[config.mk]
export PLATFORM = sky130hd
export DESIGN_NAME = onehot_encoder_q
export DESIGN_NICKNAME = d
export VERILOG_FILES = /design/src/rtl/onehot_encoder_q.sv
export SDC_FILE = /design/constraint.sdc
export NUM_CORES = 1
export LEC_CHECK = 0
export ABC_AREA = 1
export ABC_CLOCK_PERIOD_IN_PS = 1000
export BUFFER_PORTS_ARGS = -buffer_cell sky130_fd_sc_hd__buf_4
export CAP_MARGIN = 40
export CORE_AREA = 5 5 42 44
export DETAILED_ROUTE_END_ITERATION = 16
export DIE_AREA = 0 0 47 49
export SYNTH_ARGS = -nofsm -noshare
export SYNTH_HDL_FRONTEND = slang
export SYNTH_SLANG_ARGS = --single-unit
[constraint.sdc]
create_clock -name clk -period 1 [get_ports clk]
set_input_delay 0.1 -clock clk [delete_from_list [all_inputs] [get_ports clk]]
set_output_delay 0.1 -clock clk [all_outputs]
set_load 0.01 [all_outputs]
[src/rtl/onehot_encoder_q.sv]
// Sticky one-hot request collector: queues pending request bits and emits one
// binary select code per valid/ready handshake, lowest index first.
module onehot_encoder_q #(
    parameter int unsigned N = 4,
    parameter int unsigned W = $clog2(N)
) (
    input  logic         clk,
    input  logic         rst_n,
    input  logic [N-1:0] req_in,
    input  logic         clr_err,
    input  logic         out_ready,
    output logic         out_valid,
    output logic [W-1:0] out_code,
    output logic         out_multi,
    output logic [N-1:0] pend,
    output logic         dup_err
);

    typedef enum logic {IDLE, VALID} state_t;

    state_t       state_q, state_d;
    logic [N-1:0] pend_q, pend_d;
    logic [N-1:0] grant_clear;
    logic [W-1:0] code_q, code_d;
    logic         multi_q, multi_d;
    logic         valid_q, valid_d;
    logic         dup_q, dup_d;
    logic [W-1:0] low_idx;
    logic [N-1:0] low_oh;
    logic         found;
    logic         load;

    // Lowest set bit of the registered pending vector (bit 0 has priority)
    always_comb begin
        low_idx = '0;
        low_oh  = '0;
        found   = 1'b0;
        for (int i = 0; i < N; i++) begin
            if (pend_q[i] && !found) begin
                found     = 1'b1;
                low_idx   = W'(i);
                low_oh[i] = 1'b1;
            end
        end
    end

    // Next-state, load decision and next register values
    always_comb begin
        state_d     = state_q;
        code_d      = code_q;
        multi_d     = multi_q;
        grant_clear = '0;
        load        = 1'b0;

        case (state_q)
            IDLE: begin
                if (|pend_q) begin
                    load    = 1'b1;
                    state_d = VALID;
                end
            end
            VALID: begin
                if (out_ready) begin
                    load    = |pend_q;
                    state_d = (|pend_q) ? VALID : IDLE;
                end
            end
            default: state_d = IDLE;
        endcase

        if (load) begin
            code_d      = low_idx;
            multi_d     = |(pend_q & (pend_q - N'(1)));
            grant_clear = low_oh;
        end

        valid_d = (state_d == VALID);
        // A new request on a bit being granted this edge re-arms it
        pend_d  = (pend_q & ~grant_clear) | req_in;
        dup_d   = (dup_q & ~clr_err) | (|(req_in & pend_q & ~grant_clear));
    end

    always_ff @(posedge clk or negedge rst_n) begin
        if (!rst_n) begin
            state_q <= IDLE;
            pend_q  <= '0;
            code_q  <= '0;
            multi_q <= 1'b0;
            valid_q <= 1'b0;
            dup_q   <= 1'b0;
        end else begin
            state_q <= state_d;
            pend_q  <= pend_d;
            code_q  <= code_d;
            multi_q <= multi_d;
            valid_q <= valid_d;
            dup_q   <= dup_d;
        end
    end

    assign out_valid = valid_q;
    assign out_code  = code_q;
    assign out_multi = multi_q;
    assign pend      = pend_q;
    assign dup_err   = dup_q;

endmodule

# Word level (Yosys, flattened, before mapping)

Cells that the tools add are included.

Bits in registers: 9
Output and inout bits: 9

Add/subtract/negate cells: 1
Muxes and demuxes: 15
Bitwise gates (word level): 10
Reductions and logical operators: 9

Operators by type and width:

| cell                | count |
|---|---|
| $and 4x4->4         | 4 |
| $reduce_or 4->1     | 3 |
| $mux 1              | 10 |
| $mux 2              | 2 |
| $mux 4              | 1 |
| $not 4->4           | 1 |
| $or 4x4->4          | 1 |
| $pmux 1 s2          | 2 |
| $sub 4x1->4 const B | 1 |
| $logic_and 1x1->1   | 3 |
| $logic_not 1->1     | 3 |
| $not 1->1           | 2 |
| $and 1x1->1         | 1 |
| $or 1x1->1          | 1 |

# Depth between registers and ports, before layout

Gate-level depths: netlist of run 1.

Word-level depth: 15
Mapped depth: 7
Depth with buffers taken out: 7

# Worst setup path after synthesis of run 1

No wires, ideal clock.

Path type: reg-to-reg
Start point: reg pend_q[1], in the netlist pend[1]
End point: reg pend_q[3], in the netlist pend[3]
Arrival time: 1021 ps
Data required time: 882 ps
Slack: -139 ps
Stages on the path, launching flop included: 6
Period minus slack after synthesis: 1139 ps
Cell sequence: dfrtp_1 > nor2_4 > nand2_2 > nor2_2 > inv_2 > a21o_1

Word-level cells in the longest chain between the ends: 12
Elaborated cells between the ends (all ways): 16
Those cells by class: 7 x mux; 3 x bitwise; 6 x reduce/logical

Ends and longest elaborated chain:

| what                   | RTL line | text |
|---|---|---|
| start, declared        | 22       | `logic [N-1:0] pend_q, pend_d;` |
| start signal, assigned | 93       | `pend_q <= pend_d;` |
| $logic_and 1x1->1      | 39       | `if (pend_q[i] && !found) begin` |
| $mux 1                 | 39       |  |
| $logic_not 1->1        | 39       |  |
| $logic_and 1x1->1      | 39       |  |
| $mux 1                 | 39       |  |
| $logic_not 1->1        | 39       |  |
| $logic_and 1x1->1      | 39       |  |
| $mux 1                 | 39       |  |
| $mux 4 (*)             | 71       | `if (load) begin` |
| $not 4->4 (*)          | 79       | `pend_d = (pend_q & ~grant_clear) \| req_in;` |
| $and 4x4->4 (*)        | 79       |  |
| $or 4x4->4 (*)         | 79       |  |
| net pend_d[3]          | 22       |  |

Mark *: on every way through the listed nets, which the timed path passes. The rest lies on a longest branch.
A chain may end at the register's enable or synchronous reset.

# Worst setup path in the final report of run 1

Start point: reg pend_q[0], in the netlist pend[0]
End point: out pend[0]

RTL lines:

| what          | RTL line | text |
|---|---|---|
| end, declared | 15       | `output logic [N-1:0] pend,` |

No word-level cell between the ends.

==> flow_summary.ini, run 1 <==
[sta]
timing_hold_violations_final = 0
fin_crit_sh_pct = 116.6
finalMaxSlewViolations = 0
worst_slew_pin_slew_ns = 0.1496
finalSetupViolations = 10
rsz0062_at_grt = true
holdWs_ns = 0.02395
min_period_ns = 1.166
setup_ws_ns = -0.1660
max_slew_margin_pct = 90.00
final.setup_skew_ns = 0.001773
max_clock_freq_mhz = 857.6

[global_route]
top_usage_layer = met2
grtUsageMet1_pct = 13.23
grt_pass1_vias = 431
grt_use_met3_pct = 2.214
antenna_found_initial = 0
grt_usage_pct = 10.56
grt_start_max_net_pins = 10
grt_remaining_overflow = 0
use_met2_pct = 15.61
grt_first_pass_wirelength_um = 1759

[min_path]
hp-class = input pin to flip-flop
worstHoldPathCells = 2

[final_layout]
drive_above_1_share_pct = 51.11
fin_area_um2 = 780.7
fin_nets = 99
syn_to_final_growth_pct = 73.82
antenna-diode-count = 0

[critical_path]
cp.arrival_ns = 1.07
start_kind = flip-flop
worst-endpoint-required_ns = 0.90
end_kind = output port
cpMaxStageDelayCell = dfrtp_2
path_cells = buf_4 -> buf_6 -> buf_6
critical_path_buf_inv_count = 3
worst-path-stages = 3
critPathMaxFanout = 4
worstSetupPathType = flip-flop to output port
critPathMostFrequentCell = buf_6
reg2reg_depth = 5
critPathMaxStageDelay_ns = 0.44
crit_family = flip-flops

[cts]
clk_latency_ns = 0.26
cts_root_buf = clkbuf_4
max-clock-path-buffers = 2
cts_made_buffers = 3
cts.reportedPaths.clkPinSlew_ns = 0.07
htreeDepth = 1
cts_tree = yes
cts.sink_count = 9

[placed_design]
port_buffers = 16
gp_congestion = 0.7527
place_worst_setup_slack_ns = -0.1192
dpl-instance-area_um2 = 666.9
post-dp-hpwl_um = 837.8

[status]
status = finished with violations
violations = setup timing

[yosys]
postSynthCellCount = 56
syn_nets = 64
ys_seq_area_share_pct = 50.14
syn_area_um2 = 449.2
synth_cell_types = 14
synth.avg_cell_area_um2 = 8.021
yosysWarnings = 0
synth_seq_cells = 9

[power]
p_leak_uw = 0.0004038
power_density_nw_per_um2 = 1092
ir_worst_vdd_v = 0.0005323

[detailed_routing]
num_vias = 466
wl_per_cell_um = 10.90
dr.pass1.iters = 1
antenna_left = 0
routed_wl_um = 1155
vias_per_cell = 4.396
drc = 0
drtIter0Drc = 0

[die]
ioPinCount = 17
core_area_um2 = 1401
fp.dieW_um = 47
die_y_um = 49
dieArea_um2 = 2303
row_count = 14
initial_core_util_pct = 32.05

[run]
drv_cap = 0
==> cell type report <==
class / instances / area, um2
clock buffers: 4 / 26.28
well taps: 16 / 20.02
flip-flops and latches: 9 / 227.7
fillers: 138 / 620.6
multi-input cells: 39 / 219.0
repair buffers: 30 / 257.7
inverters: 8 / 30.03
==> repair_timing <==
item | CTS | global route
setup endpoints to repair | 12 | 12
hold buffers | 1 | 0
resized for setup | 8 | 7
endpoints found under the hold margin | 9 | 0
setup buffers | 2 | 1
pin swaps | 4 | 5
==> synth_stat cells <==
| master | number | area share [%] |
|---|---|---|
| nand2_1 | 14 | 12 |
| dfrtp_1 | 9 | 50 |
| nor2_1 | 8 | 6.7 |
| inv_1 | 7 | 5.9 |
| nand3_1 | 5 | 5.6 |
| nand2_2 | 4 | 5.6 |
| a21o_1 | 2 | 3.3 |
| a21o_2 | 1 | 2.0 |
| a21oi_1 | 1 | 1.1 |
| inv_2 | 1 | 0.83 |
| nand3_2 | 1 | 2.2 |
| nor2_2 | 1 | 1.4 |
| nor2_4 | 1 | 2.5 |
| o21ai_0 | 1 | 1.1 |
==> flip-flops by register name, summed over array words and instances (netlist names) <==
signal and flops:
out_multi 1, pend 4, dup_err 1, out_valid 1, out_code 2
==> worst paths after layout <==
path / start / slack [ns] / end
setup / recovery: pend[0] / -0.17 / pend[0]
hold / removal: req_in[1] / 0.02 / pend[1]
setup reg to reg: pend[0] / -0.12 / pend[3]
hold reg to reg: out_code[0] / 0.49 / out_code[0]
max in group asynchronous: rst_n / 0.66 / pend[1]
min in group asynchronous: rst_n / 0.19 / pend[0]
==> through the flow <==
step	setup TNS, ns	util, %	total power, uW	std cells
finish	-0.6805	55.71	852.5	106
floorplan	-0.1711	-	452.7	56
global placement	-0.3209	47.59	540.5	98
detailed placement	-0.3986	47.59	542.3	98
CTS	-0.6263	53.21	852.2	105
global route	-1.192	55.71	890.3	106
==> placed cells by master (no fill, tap or decap) <==
master,netlist,final
a21oi_1,1,1
clkbuf_4,0,3
nand2_1,14,13
dfrtp_1,9,7
nor2_4,1,2
buf_4,0,21
nor2_1,8,7
o21ai_1,0,1
inv_1,7,7
clkbuf_1,0,1
a21o_2,1,1
nand2_4,0,2
buf_6,0,8
nor2_2,1,1
dfrtp_2,0,2
a21o_1,2,2
dlygate4sd3_1,0,1
nand2_2,4,3
inv_2,1,1
nand3_1,5,4
nand3_2,1,2
==> per-layer routing <==
| metal | part of all wire (%) | up-vias |
|---|---|---|
| met3 | 4.5 | 2 |
| met1 | 42 | 214 |
| met2 | 52 | 10 |
| met4 | 1.1 | 0 |
| met5 | 0 | - |
| li1 | - | 240 |
==> cell families after synthesis <==
| group | synth area share (%) |
|---|---|
| compound gates | 7.518 |
| buf+inv | 6.686 |
| flops | 50.14 |
| simple gates | 35.65 |
==> power breakdown <==
| group | leakage, uW | internal (uW) | switching (uW) |
|---|---|---|---|
| Clock | 0.0000150 | 154 | 138 |
| Combinational | 0.000299 | 93.9 | 74.2 |
| Sequential | 0.0000901 | 379 | 13.3 |
Note: power is estimated with default switching activity, not from simulation.
==> run 2: changes to the inputs <==
--- a/config.mk
+++ b/config.mk
@@ -5,13 +5,14 @@
 export SDC_FILE = /design/constraint.sdc
 export NUM_CORES = 1
 export LEC_CHECK = 0
-export ABC_AREA = 1
+export ABC_AREA = 0
 export ABC_CLOCK_PERIOD_IN_PS = 1000
 export BUFFER_PORTS_ARGS = -buffer_cell sky130_fd_sc_hd__buf_4
 export CAP_MARGIN = 40
 export CORE_AREA = 5 5 42 44
 export DETAILED_ROUTE_END_ITERATION = 16
 export DIE_AREA = 0 0 47 49
+export PLACE_DENSITY = 0.63
 export SYNTH_ARGS = -nofsm -noshare
 export SYNTH_HDL_FRONTEND = slang
 export SYNTH_SLANG_ARGS = --single-unit
==> flow_summary.ini, run 2 <==
[die]
die_y_um = 49
core_area_um2 = 1401
fp.dieW_um = 47
initial_core_util_pct = 33.66
dieArea_um2 = 2303
ioPinCount = 17
row_count = 14

[critical_path]
critPathMaxFanout = 5
cpMaxStageDelayCell = dfrtp_1
worst-endpoint-required_ns = 1.12
end_kind = flip-flop
start_kind = flip-flop
reg2reg_slack_ns = -0.15
path_cells = or2_4 -> o31ai_4 -> o2111ai_1
cp.arrival_ns = 1.27
reg2reg_from = pend[1]
critical_path_buf_inv_count = 0
critPathMaxStageDelay_ns = 0.43
worstSetupPathType = flip-flop to flip-flop
critPathLaunch = pend[1]
crit_family = flip-flops

[yosys]
synth_seq_cells = 9
synth_top_area_share_pct = 47.75
syn_area_um2 = 471.7
synth_edf_count = 0
synthArstFlopShare_pct = 100.0
synthTopCellsByCount = 9 x dfrtp_1, 6 x nor2_1, 4 x nand2_1
postSynthCellCount = 46
syn_nets = 54
ys_seq_area_share_pct = 47.75
ys_top_cells_by_area = dfrtp_1 48%, nor2_1 4.8%, a21o_1 3.2%
synth.avg_cell_area_um2 = 10.25
synth_top_cell_by_area = dfrtp_1
yosysWarnings = 0
synth_flop_cell = dfrtp_1
synth.most_common_cell = dfrtp_1
synth_cell_types = 27

[final_layout]
multiInputGateArea_um2 = 275.3
fill_cells = 121
final_cell_mix = 20 x buf_4, 9 x buf_6, 8 x dfrtp_1
fin_nets = 87
regArea_um2 = 226.5
drive_above_1_share_pct = 57.69
antenna-diode-count = 0
layout_commonest_cell = buf_4
syn_to_final_growth_pct = 73.21
largest_reg_flops = 4

[detailed_routing]
dr.pass1.iters = 4
num_vias = 487
antenna_left = 0
wl_per_cell_um = 15.40
drtIter0Drc = 20
vias_per_cell = 5.181
routed_wl_um = 1448
drc = 0

[run]
drv_cap = 0

[placed_design]
gp_congestion = 0.7691
post-dp-hpwl_um = 910.7
port_buffers = 16

[global_route]
grt_start_max_net_pins = 10
grt_remaining_overflow = 0
grt_pass1_vias = 493
antenna_found_initial = 0
grt_first_pass_wirelength_um = 2304
grt_usage_pct = 13.93

[sta]
timing_hold_violations_final = 0
rsz0062_at_grt = true
max_slew_margin_pct = 81.20
finalMaxSlewViolations = 0
setup_ws_ns = -0.1510
min_period_ns = 1.151
holdWs_ns = 0.03257
finalSetupViolations = 12
final.setup_skew_ns = 0.005783
worst_slew_pin_slew_ns = 0.2776
max_clock_freq_mhz = 868.8
fin_crit_sh_pct = 115.1

[cts]
cts_root_buf = clkbuf_4
cts_tree = yes
cts_made_buffers = 3
htreeDepth = 1
max-clock-path-buffers = 2
cts.reportedPaths.clkPinSlew_ns = 0.07
clk_latency_ns = 0.26
cts.sink_count = 9

[status]
status = finished with violations
violations = setup timing

[power]
power_density_nw_per_um2 = 1080
power.total_uw = 882.3
p_leak_uw = 0.0003697
ir_worst_vdd_v = 0.0007938

[min_path]
min_from = req_in[0]
hp-class = input pin to flip-flop
==> run 2: cell types whose count changed in the layout (fill, tap and decap cells not counted), sizes merged, moves of 2 or more <==
cell and delta:
nor2b +2, nand2 -14, nor2 -4, inv -6, nand3 -6, nand2b +2
==> run 2: layer usage <==
metal	share of wire [%]	vias up	wire (um)	global-route usage, %
met5	0	-	0	0
met4	0	0	0	4.147
met3	4.0	0	58	3.690
met2	52	11	753	20.14
met1	44	243	637	19.91
li1	-	233	-	-
==> run 2: path summary, 6_finish.rpt <==
path                                to  depth (start not counted)
max                            dup_err                          3
min                            pend[0]                          2
max reg2reg                    dup_err                          3
min reg2reg                out_code[1]                          1
max in group asynchronous      pend[0]                          2
min in group asynchronous      pend[1]                          2
==> run 2: metrics by stage <==
stage / util (%) / setup WS, ns / area [um2] / setup TNS, ns / cells
after detailed placement: 47.95 / -0.1099 / 671.9 / -0.4316 / 84
after floorplan: - / -0.2012 / 491.7 / -0.6897 / 46
after global placement: 47.95 / -0.1043 / 671.9 / -0.3981 / 84
after global routing: 58.30 / -0.2159 / 817.0 / -1.294 / 94
final: 58.30 / -0.1510 / 817.0 / -0.7698 / 94
after CTS: 56.61 / -0.1273 / 793.3 / -0.6772 / 94
==> run 2: cell type report <==
| class | count | share of cell area [%] |
|---|---|---|
| well taps | 16 | 2.450 |
| multi-input cells | 33 | 33.69 |
| repair buffers | 30 | 32.01 |
| clock buffers | 4 | 3.216 |
| flip-flops and latches | 9 | 27.72 |
| inverters | 2 | 0.9188 |
==> run 2: power breakdown <==
group	total (uW)	switching (uW)	internal [uW]
clock network	289	135	154
registers	398	17.9	380
logic	195	85.7	109
total	882	239	643
==> run 2: kinds of logic (layout without fill, tap and decap cells) <==
group                  Yosys count  count (layout)  share of synthesized area [%]
AO/OA/AOI/OAI                   15              15                          25.46
XOR/XNOR                         1               1                          1.857
buffers and inverters            5              36                          6.631
flip-flops                       9               9                          47.75
AND/OR/NAND/NOR                 16              17                          18.30
==> run 2: worst reg2reg max path: stages (launching register included) <==
cell and delay [ns]:
dfrtp_1 0.43, or2_4 0.26, o31ai_4 0.19, o2111ai_1 0.13
==> run 2: what timing repair did <==
action / CTS / global route
buffers inserted: 4 / 0
hold buffers: 1 / 0
resized for setup: 13 / 6
cloned: 1 / 0
hold endpoints to repair: 9 / 0
endpoints found under the setup margin: 12 / 14
pin swaps: 0 / 2
==> run 3: changes to the inputs <==
--- a/config.mk
+++ b/config.mk
@@ -6,13 +6,13 @@
 export NUM_CORES = 1
 export LEC_CHECK = 0
 export ABC_AREA = 0
-export ABC_CLOCK_PERIOD_IN_PS = 1000
+export ABC_CLOCK_PERIOD_IN_PS = 1200
 export BUFFER_PORTS_ARGS = -buffer_cell sky130_fd_sc_hd__buf_4
 export CAP_MARGIN = 40
 export CORE_AREA = 5 5 42 44
 export DETAILED_ROUTE_END_ITERATION = 16
 export DIE_AREA = 0 0 47 49
-export PLACE_DENSITY = 0.63
+export PLACE_DENSITY = 0.6
 export SYNTH_ARGS = -nofsm -noshare
 export SYNTH_HDL_FRONTEND = slang
 export SYNTH_SLANG_ARGS = --single-unit
==> constraint.sdc (replaced) <==
create_clock -name clk -period 1.2 [get_ports clk]
set_input_delay 0.12 -clock clk [delete_from_list [all_inputs] [get_ports clk]]
set_output_delay 0.12 -clock clk [all_outputs]
set_load 0.01 [all_outputs]
==> flow_summary.ini, run 3 (synthesized netlist as in run 2, its figures left out) <==
[status]
status = complete, no violations

[die]
initial_core_util_pct = 33.66
fp.dieW_um = 47
die_y_um = 49
ioPinCount = 17
dieArea_um2 = 2303
row_count = 14
core_area_um2 = 1401

[critical_path]
critical_path_buf_inv_count = 2
critPathMostFrequentCell = buf_4
worst-endpoint-required_ns = 1.08
cp.arrival_ns = 1.03
start_kind = flip-flop
cpMaxStageDelayCell = dfrtp_2
critPathMaxFanout = 8
worstSetupPathType = flip-flop to output port
end_kind = output port
critPathMaxStageDelay_ns = 0.46
crit_family = flip-flops
path_cells = buf_4 -> buf_4

[detailed_routing]
dr.pass1.iters = 4
routed_wl_um = 1238
num_vias = 432
wl_per_cell_um = 14.56
drc = 0
vias_per_cell = 5.082
drtIter0Drc = 5
antenna_left = 0

[final_layout]
final_cell_mix = 21 x buf_4, 8 x dfrtp_1, 6 x nor2_1
antenna-diode-count = 0
multiInputGateArea_um2 = 224.0
drive_above_1_share_pct = 42.03
syn_to_final_growth_pct = 42.44
largest_reg_flops = 4
layout_commonest_cell = buf_4
fill_cells = 140
regArea_um2 = 226.5
fin_nets = 78

[global_route]
grtUsageMet1_pct = 16.97
grt_usage_pct = 12.86
grt_remaining_overflow = 0
antenna_found_initial = 0
grt_use_met3_pct = 2.214
grt_pass1_vias = 478
top_usage_layer = met2
grt_first_pass_wirelength_um = 2132
use_met2_pct = 18.55
grt_start_max_net_pins = 12

[sta]
fin_tns_setup_ns = 0
max_slew_margin_pct = 79.96
max_clock_freq_mhz = 869.7
finalMaxSlewViolations = 0
rsz0062_at_grt = false
min_period_ns = 1.150
final.setup_skew_ns = 0.004731
finalSetupViolations = 0
worst_slew_pin_slew_ns = 0.3000
timing_hold_violations_final = 0
fin_crit_sh_pct = 95.82

[power]
p_leak_uw = 0.0002914
power.total_uw = 682.4
power_density_nw_per_um2 = 1016
ir_worst_vdd_v = 0.0005986

[cts]
cts_root_buf = clkbuf_4
clk_latency_ns = 0.26
max-clock-path-buffers = 2
cts.reportedPaths.clkPinSlew_ns = 0.06
cts_tree = yes
cts_made_buffers = 3
cts.sink_count = 9
htreeDepth = 1

[placed_design]
port_buffers = 16
gp_congestion = 0.7282
post-dp-hpwl_um = 906.3

[min_path]
hp-class = input pin to flip-flop

[run]
drv_cap = 0
## run 3: metrics by stage
step	instances	instance area (um2)	hold slack [ns]	util [%]	worst slack, ns
6_report	85	671.9	0.06048	47.95	0.05015
5_1_grt	85	671.9	0.05577	47.95	0.005794
4_1_cts	85	670.6	0.05084	47.86	0.02117
3_5_place_dp	80	634.4	-0.04731	45.27	0.05208
3_3_place_gp	80	634.4	-0.04713	45.27	0.07016
2_1_floorplan	46	480.5	-0.1756	-	-0.001672
## run 3: layer usage
metal / routed length, um / up-vias
li1: - / 210
met1: 536 / 210
met2: 637 / 10
met3: 44 / 2
met4: 19 / 0
met5: 0 / -
## run 3: final timing paths
check / from / endpoint / slack (ns) / depth (start not counted)
setup reg to reg: pend[0] / dup_err / 0.05 / 3
max in group asynchronous: rst_n / pend[0] / 0.81 / 2
min in group asynchronous: rst_n / out_code[0] / 0.23 / 2
hold reg to reg: out_code[1] / out_code[1] / 0.50 / 1
hold / removal: req_in[3] / pend[3] / 0.06 / 3
setup / recovery: pend[0] / pend[0] / 0.05 / 2
## run 3: layout make-up
cell class | count | share of cell area (%)
flip-flops and latches | 9 | 33.71
well taps | 16 | 2.980
repair buffers | 22 | 24.95
inverters | 2 | 1.117
multi-input cells | 32 | 33.33
clock buffers | 4 | 3.911
## run 3: repair_timing
action	in CTS	in global routing
hold buffers	1	0
resized for setup	0	1
endpoints found under the setup margin	0	3
setup buffers	0	0
endpoints found under the hold margin	9	0
## run 3: worst register-to-register path, delay by kind of cell (launching register included)
| family | cells | cell delay [ns] |
|---|---|---|
| flops | 1 | 0.46 |
| compound gates | 2 | 0.38 |
| buf+inv | 1 | 0.18 |
## run 3: report_power, final
group          total [uW]  leakage [uW]  switching (uW)  internal [uW]
registers             331     0.0000893            13.5            317
logic                 122      0.000187            57.3           64.3
clock network         230     0.0000150             102            128
